--- config.mk ---
export PLATFORM = sky130hd
export DESIGN_NAME = uart_tx
export DESIGN_NICKNAME = d
export VERILOG_FILES = /design/src/rtl/uart_pkg.sv /design/src/rtl/uart_bit_timer.sv /design/src/rtl/uart_tx.sv
export SDC_FILE = /design/constraint.sdc
export NUM_CORES = 1
export LEC_CHECK = 0
export ABC_CLOCK_PERIOD_IN_PS = 4500
export BUFFER_PORTS_ARGS = -buffer_cell sky130_fd_sc_hd__buf_2
export CAP_MARGIN = 15
export CORE_ASPECT_RATIO = 1.1
export CORE_MARGIN = 2
export CORE_UTILIZATION = 33
export DETAILED_ROUTE_END_ITERATION = 8
export GPL_ROUTABILITY_DRIVEN = 1
export GPL_TIMING_DRIVEN = 0
export PLACE_DENSITY = 0.53
export SLEW_MARGIN = 0
export SYNTH_ARGS = -nofsm -noshare
export SYNTH_HDL_FRONTEND = slang
export SYNTH_SLANG_ARGS = --single-unit
--- constraint.sdc ---
create_clock -name clk -period 4.5 [get_ports clk]
set_input_delay 0.225 -clock clk [delete_from_list [all_inputs] [get_ports clk]]
set_output_delay 0.225 -clock clk [all_outputs]
set_load 0.1 [all_outputs]
--- src/rtl/uart_pkg.sv ---
// uart_pkg: types and helpers shared by uart_tx and uart_rx.
// Holds the FSM state encoding, the parity modes and the parity function.
package uart_pkg;

    typedef enum logic [2:0] {
        IDLE,
        START,
        DATA,
        PARITY,
        STOP
    } uart_state_t;

    localparam int PARITY_NONE = 0;
    localparam int PARITY_ODD  = 1;
    localparam int PARITY_EVEN = 2;

    // Widest legal word is 9 bits; narrower words are zero-extended,
    // which leaves the XOR reduction unchanged.
    function automatic logic parity_bit(input logic [8:0] data,
                                        input int         ptype);
        logic p;
        p = 1'b0;
        if (ptype == PARITY_EVEN) begin
            p = ^data;
        end else if (ptype == PARITY_ODD) begin
            p = ~^data;
        end
        return p;
    endfunction

endpackage

--- src/rtl/uart_bit_timer.sv ---
// uart_bit_timer: free-running bit-period counter with synchronous clear.
// tick pulses on the last clk cycle of every bit period.
module uart_bit_timer #(
    parameter int CLKS_PER_BIT = 434
) (
    input  logic clk,
    input  logic rst_n,
    input  logic clear,
    output logic tick
);

    localparam int TW = (CLKS_PER_BIT > 1) ? $clog2(CLKS_PER_BIT) : 1;
    localparam logic [TW-1:0] LAST = TW'(CLKS_PER_BIT - 1);

    logic [TW-1:0] cnt;

    // Count 0..CLKS_PER_BIT-1, wrapping on every bit boundary.
    always_ff @(posedge clk or negedge rst_n) begin
        if (!rst_n) begin
            cnt <= '0;
        end else if (clear || cnt == LAST) begin
            cnt <= '0;
        end else begin
            cnt <= cnt + TW'(1);
        end
    end

    assign tick = (cnt == LAST) && !clear;

endmodule

--- src/rtl/uart_tx.sv ---
// uart_tx: serialises one word per valid/ready handshake onto a UART line.
// Frame is start, BITS_N data bits LSB-first, optional parity, stop bit(s).
module uart_tx
    import uart_pkg::*;
#(
    parameter int CLKS_PER_BIT = 434,
    parameter int BITS_N       = 8,
    parameter int PARITY_TYPE  = 0,
    parameter int STOP_BITS    = 1
) (
    input  logic              clk,
    input  logic              rst_n,
    input  logic [BITS_N-1:0] data_tx,
    input  logic              valid,
    output logic              ready,
    output logic              uart_out,
    output logic              busy
);

    localparam int IW = (BITS_N > 1) ? $clog2(BITS_N) : 1;
    localparam logic [IW-1:0] LAST_IDX = IW'(BITS_N - 1);
    localparam bit HAS_PARITY = (PARITY_TYPE != PARITY_NONE);
    localparam bit TWO_STOPS  = (STOP_BITS == 2);

    uart_state_t       state;
    uart_state_t       state_next;
    logic [BITS_N-1:0] shreg;
    logic              par_bit;
    logic [IW-1:0]     idx;
    logic              stop_cnt;

    logic tick;
    logic timer_clear;
    logic line_next;
    logic load;
    logic shift;
    logic idx_inc;
    logic idx_clr;
    logic stop_set;
    logic stop_clr;

    assign ready       = (state == IDLE);
    assign busy        = ~ready;
    assign timer_clear = (state == IDLE);

    uart_bit_timer #(
        .CLKS_PER_BIT(CLKS_PER_BIT)
    ) u_timer (
        .clk   (clk),
        .rst_n (rst_n),
        .clear (timer_clear),
        .tick  (tick)
    );

    // State register and the glitch-free line flop.
    always_ff @(posedge clk or negedge rst_n) begin
        if (!rst_n) begin
            state    <= IDLE;
            uart_out <= 1'b1;
        end else begin
            state    <= state_next;
            uart_out <= line_next;
        end
    end

    // Shift register, latched parity, bit index and stop counter.
    always_ff @(posedge clk or negedge rst_n) begin
        if (!rst_n) begin
            shreg    <= '0;
            par_bit  <= 1'b0;
            idx      <= '0;
            stop_cnt <= 1'b0;
        end else begin
            if (load) begin
                shreg   <= data_tx;
                par_bit <= parity_bit(9'(data_tx), PARITY_TYPE);
            end else if (shift) begin
                shreg <= shreg >> 1;
            end
            if (idx_clr) begin
                idx <= '0;
            end else if (idx_inc) begin
                idx <= idx + IW'(1);
            end
            if (stop_clr) begin
                stop_cnt <= 1'b0;
            end else if (stop_set) begin
                stop_cnt <= 1'b1;
            end
        end
    end

    // Next state and next line level; the line only moves on a bit boundary.
    always_comb begin
        state_next = state;
        line_next  = uart_out;
        load       = 1'b0;
        shift      = 1'b0;
        idx_inc    = 1'b0;
        idx_clr    = 1'b0;
        stop_set   = 1'b0;
        stop_clr   = 1'b0;
        unique case (state)
            IDLE: begin
                line_next = 1'b1;
                if (valid) begin
                    state_next = START;
                    line_next  = 1'b0;
                    load       = 1'b1;
                    idx_clr    = 1'b1;
                    stop_clr   = 1'b1;
                end
            end
            START: begin
                if (tick) begin
                    state_next = DATA;
                    line_next  = shreg[0];
                end
            end
            DATA: begin
                if (tick) begin
                    shift = 1'b1;
                    if (idx == LAST_IDX) begin
                        idx_clr = 1'b1;
                        if (HAS_PARITY) begin
                            state_next = PARITY;
                            line_next  = par_bit;
                        end else begin
                            state_next = STOP;
                            line_next  = 1'b1;
                        end
                    end else begin
                        idx_inc   = 1'b1;
                        line_next = shreg[1];
                    end
                end
            end
            PARITY: begin
                if (tick) begin
                    state_next = STOP;
                    line_next  = 1'b1;
                end
            end
            STOP: begin
                if (tick) begin
                    if (TWO_STOPS && !stop_cnt) begin
                        stop_set = 1'b1;
                    end else begin
                        state_next = IDLE;
                        line_next  = 1'b1;
                        stop_clr   = 1'b1;
                    end
                end
            end
            default: begin
                state_next = IDLE;
                line_next  = 1'b1;
            end
        endcase
    end

endmodule

==> results of run 1 <==
==> through the flow <==
step / utilization / hold WS, ns / cell area, µm² / cells / setup WS, ns
after floorplan: - / -0.07059 / 1509 / 153 / 1.181
after global placement: 0.3776 / 0.2427 / 1642 / 220 / 2.677
final: 0.3925 / 0.1711 / 1707 / 225 / 2.545
after global routing: 0.3925 / 0.1857 / 1707 / 225 / 2.414
after CTS: 0.3925 / 0.1631 / 1707 / 225 / 2.513
after detailed placement: 0.3776 / 0.2444 / 1642 / 220 / 2.659
==> power by group <==
part	leakage [nW]	internal, mW	switching, mW
clock	0.0288	0.0780	0.0678
combinational	0.355	0.0122	0.0100
sequential	0.276	0.221	0.00356
total	0.660	0.311	0.0814
==> layer usage <==
metal	vias to the layer above	track usage	routed length, µm
met4	0	0.02444	0
met2	30	0.2546	1710
li1	613	-	-
met3	0	0.02691	149
met5	-	0	0
met1	616	0.2154	1636
==> repair_timing <==
| action | in CTS | in global routing |
|---|---|---|
| endpoints found under the setup margin | 0 | 0 |
| hold endpoints to repair | 23 | 0 |
| hold buffers | 1 | 0 |
==> worst max path at each step <==
stage / from / endpoint / slack [ns] / depth (start not counted)
floorplan: state[1] / uart_out / 1.18 / 5
global placement: state[2] / idx[2] / 2.68 / 5
detailed placement: state[2] / idx[2] / 2.66 / 5
CTS: state[0] / busy / 2.51 / 4
global route: state[0] / busy / 2.41 / 4
finish: state[0] / busy / 2.54 / 4
==> area by class of cell <==
class,count,area [µm²]
plain buffers,14,81.33
clock buffers,4,55.05
fillers,439,2641
inverters,4,15.01
multi-input cells,111,810.8
flip-flops and latches,24,601.8
well taps,54,67.56
repair buffers,14,75.07
==> logic make-up (layout without fill, tap and decap cells) <==
group | Yosys count | count (layout) | share of synthesized area
AND/OR/NAND/NOR | 57 | 57 | 0.2171
AO/OA/AOI/OAI | 47 | 47 | 0.2679
flip-flops | 24 | 24 | 0.4002
buffers and inverters | 18 | 36 | 0.06406
adder cells (fa/ha/maj) | 4 | 4 | 0.03328
XOR/XNOR | 3 | 3 | 0.01747
==> worst register-to-register path, cell delays in order, from the launching register on <==
cell	delay [ns]
dfrtp_1	0.37
clkbuf_1	0.21
or3b_2	0.52
buf_2	0.24
o41ai_1	0.28
a21oi_1	0.11
==> placed cells by master (no fill, tap or decap), types with 4 or more instances in the layout <==
cell type | Yosys | layout
or3_1 | 4 | 4
buf_2 | 4 | 17
dfrtp_1 | 23 | 23
nor2_1 | 15 | 15
inv_1 | 4 | 4
a21oi_1 | 16 | 16
a41oi_1 | 7 | 7
o41ai_2 | 9 | 9
nor2b_1 | 10 | 10
ha_1 | 4 | 4
clkbuf_8 | 0 | 4
o21ai_0 | 6 | 6
clkbuf_1 | 7 | 7
nand4_1 | 4 | 4
nand2_1 | 7 | 7
==> sequential cells by signal, indices dropped and copies added, names as in the netlist <==
| signal | cells |
|---|---|
| shreg | 8 |
| state | 3 |
| idx | 3 |
| u_timer.cnt | 9 |
| uart_out | 1 |
==> flow_metrics.py, run 1 <==
metrics = {
    "final_layout": {
        "num_antenna_cells": 0,
        "area_growth_pct": 13.48,
        "fin_nets": 187,
        "drive_above_1_share": 0.2222,
    },
    "clock_network": {
        "clk_latency_ns": 0.26,
        "ctsResizeCount": 0,
        "cts_max_level": 1,
        "cts_buffer_depth": 2,
        "root_buffer": "clkbuf_8",
        "clock_sinks": 24,
        "cts_tree": "built",
        "path_clk_slew_ns": 0.08,
        "post-cts-setup-buffers": 0,
        "cts_made_buffers": 3,
    },
    "floorplanning": {
        "fp.coreArea_um2": 4348,
        "start_util": 0.3459,
        "ios": 14,
        "die_h_um": 74.81,
        "die_w_um": 68.37,
        "rows": 25,
        "die_area_um2": 5114,
    },
    "timing": {
        "setup-tns-final_ns": 0,
        "rsz0062_at_grt": "no",
        "slew_viol_final": 0,
        "hold_violations": 0,
        "finalSetupViolCount": 0,
        "skew_ns": 0.001754,
        "fmax_ghz": 0.5114,
        "fin_crit_sh": 0.4345,
        "min_period_ns": 1.955,
        "worst_slew_pin_slew_ns": 0.7267,
        "slew_headroom": 0.5155,
    },
    "setup_path": {
        "path_delay_family": "buffers and inverters",
        "path_max_fanout": 10,
        "crit_required_ns": 4.28,
        "cp-end-kind": "primary output",
        "slowest_stage": "buf_2",
        "critPathLaunchType": "flop",
        "r2r_cells": 5,
        "crit_type": "flop to primary output",
        "worst-path-buf-inv": 3,
        "critPathMaxStageDelay_ns": 0.45,
        "worstPathCellList": "clkbuf_1 -> nor3_2 -> inv_1 -> buf_2",
        "cp_data_arrival_time_ns": 1.73,
        "rrSetupSlack_ns": 2.66,
        "reg2reg_from": "state[2]",
        "r2r-end": "idx[2]",
    },
    "power_and_ir_drop": {
        "cellLeakagePower_nw": 0.6598,
        "p_total_mw": 0.3923,
        "peakVddDrop_v": 0.0001615,
        "p_per_area_nw_per_um2": 229.9,
    },
    "run_status": {
        "status": "completed",
    },
    "yosys": {
        "synth_top_area_frac": 0.3827,
        "synth_area_um2": 1504,
        "synth.cells.most_frequent": "dfrtp_1 (23), a21oi_1 (16), nor2_1 (15)",
        "async_flop_share": 1.000,
        "synth.area.top_cells": "dfrtp_1 (38%), o41ai_2 (9.7%), a21oi_1 (5.3%), nor2b_1 (4.2%), a41oi_1 (4.1%)",
        "ys.flop_type": "dfrtp_1",
        "synth-edff-count": 0,
        "synth_cell_type_count": 39,
        "synth_area_leader_cell": "dfrtp_1",
        "ys_warn_count": 0,
        "ys_ff_latch": 24,
        "synthCells": 153,
        "synth_fp_nets": 168,
        "synth.most_common_cell": "dfrtp_1",
        "seq_area_frac_synth": 0.4002,
        "syn_area_per_cell_um2": 9.830,
    },
    "placement": {
        "portBuffers": 13,
        "dp_hpwl_um": 2514,
        "gp_congestion": 0.7733,
    },
    "run": {
        "maxCapViolCount": 0,
    },
    "grt": {
        "grt_max_degree": 25,
        "antenna_found_initial": 0,
        "grt_pass1_wl_um": 6134,
        "grt_use_total": 0.1542,
        "first_global_vias": 1292,
        "overflow": 0,
    },
    "routing": {
        "viasPerCell": 5.596,
        "drt_iter0_markers": 104,
        "postRouteAntennaNets": 0,
        "drc": 0,
        "finalWirelength_um": 3496,
        "vias": 1259,
        "avgRoutedWirePerCell_um": 15.54,
        "drtPass1Iterations": 4,
    },
    "hold_path": {
        "min-delay-start": "data_tx[7]",
        "holdPathEnd": "shreg[7]",
        "min_delay_path_depth": 3,
        "hp-class": "primary input to flop",
    },
}
No activity file was read; power rests on OpenSTA's default activity.
==> run 2, diff against run 1 <==
Settings changed: ABC_AREA from default to 1, ABC_CLOCK_PERIOD_IN_PS 4500 to 1700, PLACE_DENSITY 0.53 to 0.56.
Clock period 4.5 ns to 1.7 ns, I/O delays scaled along.
==> run 2 against run 1 <==
  * Count of clock-buffer cells in the layout unchanged
  * Setup slack lost 2.4 ns
  * Critical endpoint unchanged
  * Register-to-register slack worse by 2.3 ns
  * Utilization decreased by 0.24 points
  * Die area decreased by 9.4%
  * Non-clock buffer count is 12 lower
  * Combinational power is 16% higher
  * Cell area decreased by 9.4%
  * Via count decreased by 15%
  * Clock power increased by 140%
==> flow_metrics.py, run 2 <==
metrics = {
    "grt": {
        "grt_use_total": 0.1265,
        "grt_max_degree": 25,
        "overflow": 0,
        "grt_pass1_wl_um": 4595,
        "antenna_found_initial": 0,
        "first_global_vias": 1047,
    },
    "yosys": {
        "async_flop_share": 1.000,
        "synth_fp_nets": 189,
        "synth.cells.most_frequent": "nand2_1 (65), dfrtp_1 (23), inv_1 (14), nor2_1 (14), nand3_1 (11)",
        "ys_ff_latch": 24,
        "synth-edff-count": 0,
        "synth_top_area_frac": 0.4247,
        "synth.most_common_cell": "nand2_1",
        "synth_cell_type_count": 28,
        "synthCells": 174,
        "synth_area_um2": 1355,
        "ys.flop_type": "dfrtp_1",
        "syn_area_per_cell_um2": 7.788,
        "seq_area_frac_synth": 0.4441,
        "synth_area_leader_cell": "dfrtp_1",
        "ys_warn_count": 0,
        "synth.area.top_cells": "dfrtp_1 (42%), nand2_1 (18%), nand3_1 (4.1%), inv_1 (3.9%), nor2_1 (3.9%)",
    },
    "setup_path": {
        "critPathLaunchType": "flop",
        "critPathMaxStageDelay_ns": 0.48,
        "path_max_fanout": 7,
        "path_delay_family": "buffers and inverters",
        "worst-path-buf-inv": 2,
        "crit_type": "flop to primary output",
        "slowest_stage": "dfrtp_1",
        "cp-end-kind": "primary output",
        "cp_data_arrival_time_ns": 1.46,
        "crit_required_ns": 1.62,
        "worstPathCellList": "inv_2 -> nand2_2 -> buf_2",
    },
    "timing": {
        "min_period_ns": 1.543,
        "worst_slew_pin_slew_ns": 0.5493,
        "slew_viol_final": 0,
        "setup-tns-final_ns": 0,
        "finalSetupViolCount": 0,
        "skew_ns": 0.002705,
        "finalHoldWorstSlack_ns": 0.008786,
        "fmax_ghz": 0.6481,
        "hold_violations": 0,
        "rsz0062_at_grt": "no",
        "slew_headroom": 0.6338,
        "fin_crit_sh": 0.9076,
    },
    "floorplanning": {
        "die_area_um2": 4635,
        "fp.coreArea_um2": 3964,
        "die_w_um": 65.10,
        "die_h_um": 71.21,
        "ios": 14,
        "start_util": 0.3419,
        "rows": 24,
    },
    "final_layout": {
        "final_cell_mix": "nand2_1 (65), dfrtp_1 (23), nor2_1 (14)",
        "top_register": "u_timer.cnt",
        "fin_nets": 208,
        "largestRegisters": "u_timer.cnt: 9 flops, shreg: 8 flops",
        "n_fill_cell": 448,
        "drive_above_1_share": 0.2240,
        "layout_commonest_cell": "nand2_1",
        "area_growth_pct": 14.13,
        "regArea_um2": 601.8,
        "multi_input_area_um2": 636.9,
        "num_antenna_cells": 0,
        "largest_reg_flops": 9,
    },
    "routing": {
        "postRouteAntennaNets": 0,
        "vias": 1071,
        "avgRoutedWirePerCell_um": 10.12,
        "drtPass1Iterations": 4,
        "finalWirelength_um": 2469,
        "drc": 0,
        "viasPerCell": 4.389,
        "drt_iter0_markers": 41,
    },
    "power_and_ir_drop": {
        "cellLeakagePower_nw": 0.7932,
        "p_per_area_nw_per_um2": 616.6,
        "peakVddDrop_v": 0.0003827,
        "p_total_mw": 0.9536,
    },
    "clock_network": {
        "root_buffer": "clkbuf_8",
        "post-cts-setup-buffers": 0,
        "clk_latency_ns": 0.27,
        "path_clk_slew_ns": 0.09,
        "cts_max_level": 1,
        "clock_sinks": 24,
        "cts_tree": "built",
        "cts_buffer_depth": 2,
        "cts_made_buffers": 3,
    },
    "run": {
        "maxCapViolCount": 0,
    },
    "hold_path": {
        "hp-class": "primary input to flop",
    },
    "placement": {
        "portBuffers": 13,
        "gp_congestion": 0.7745,
        "dp_hpwl_um": 1816,
    },
    "run_status": {
        "status": "completed",
    },
}
run 2: cell count changes after synthesis, sizes merged, moves of 10 or more:
cell | before | now
nand2 | 7 | 73
inv | 4 | 21
a21oi | 16 | 2
o41ai | 12 | 0
nand3 | 3 | 13
nor2b | 10 | 0
run 2: per-layer routing:
layer,vias to the layer above,part of all wire,global-route usage
li1,576,-,-
met1,475,0.50,0.1677
met2,16,0.45,0.2050
met3,4,0.034,0.03339
met4,0,0.012,0.03472
met5,-,0,0
run 2: through the flow:
step	area [µm²]	util	cells	worst slack, ns
2_1_floorplan	1359	-	174	0.01755
3_3_place_gp	1489	0.3756	239	0.3535
3_5_place_dp	1489	0.3756	239	0.3313
4_1_cts	1544	0.3895	244	0.05600
5_1_grt	1546	0.3902	244	0.07400
6_report	1546	0.3902	244	0.1570
run 2: logic make-up (layout without fill, tap and decap cells):
logic type | count (synthesis) | after routing | share of synthesized area
AO/OA/AOI/OAI | 11 | 11 | 0.04987
XOR/XNOR | 1 | 1 | 0.006465
adder cells (fa/ha/maj) | 4 | 4 | 0.03694
buffers and inverters | 23 | 41 | 0.08587
flip-flops | 24 | 24 | 0.4441
AND/OR/NAND/NOR | 111 | 111 | 0.3767
run 2: final timing paths:
| path | start | to | slack [ns] | cells after the start |
|---|---|---|---|---|
| hold reg to reg | shreg[7] | shreg[7] | 0.48 | 2 |
| max in group asynchronous | rst_n | uart_out | 1.00 | 2 |
| min in group asynchronous | rst_n | u_timer.cnt[0] | 0.33 | 2 |
| setup / recovery | state[0] | busy | 0.16 | 3 |
| hold / removal | data_tx[7] | shreg[7] | 0.009 | 3 |
| setup reg to reg | u_timer.cnt[1] | state[1] | 0.34 | 9 |
run 2: tightest hold or removal path: stages:
cell and delay, ns:
buf_2 0.07, nand2_1 0.04, nand2_1 0.05
run 2: timing repair:
| item | in CTS | in global routing |
|---|---|---|
| gates resized for setup | 0 | 1 |
| setup endpoints to repair | 0 | 1 |
| hold endpoints to repair | 23 | 0 |
| hold buffers | 1 | 0 |
run 2: layout make-up:
cell class | instances | share of cell area
Tap cell | 52 | 0.04207
Buffer | 2 | 0.02265
Inverter | 21 | 0.05502
Timing Repair Buffer | 14 | 0.05016
Multi-Input combinational cell | 127 | 0.4118
Clock buffer | 4 | 0.02913
Sequential cell | 24 | 0.3892
run 2: power breakdown:
part	internal, mW	switching [mW]
clock network	0.168	0.190
logic	0.00969	0.0162
registers	0.570	0
total	0.748	0.206
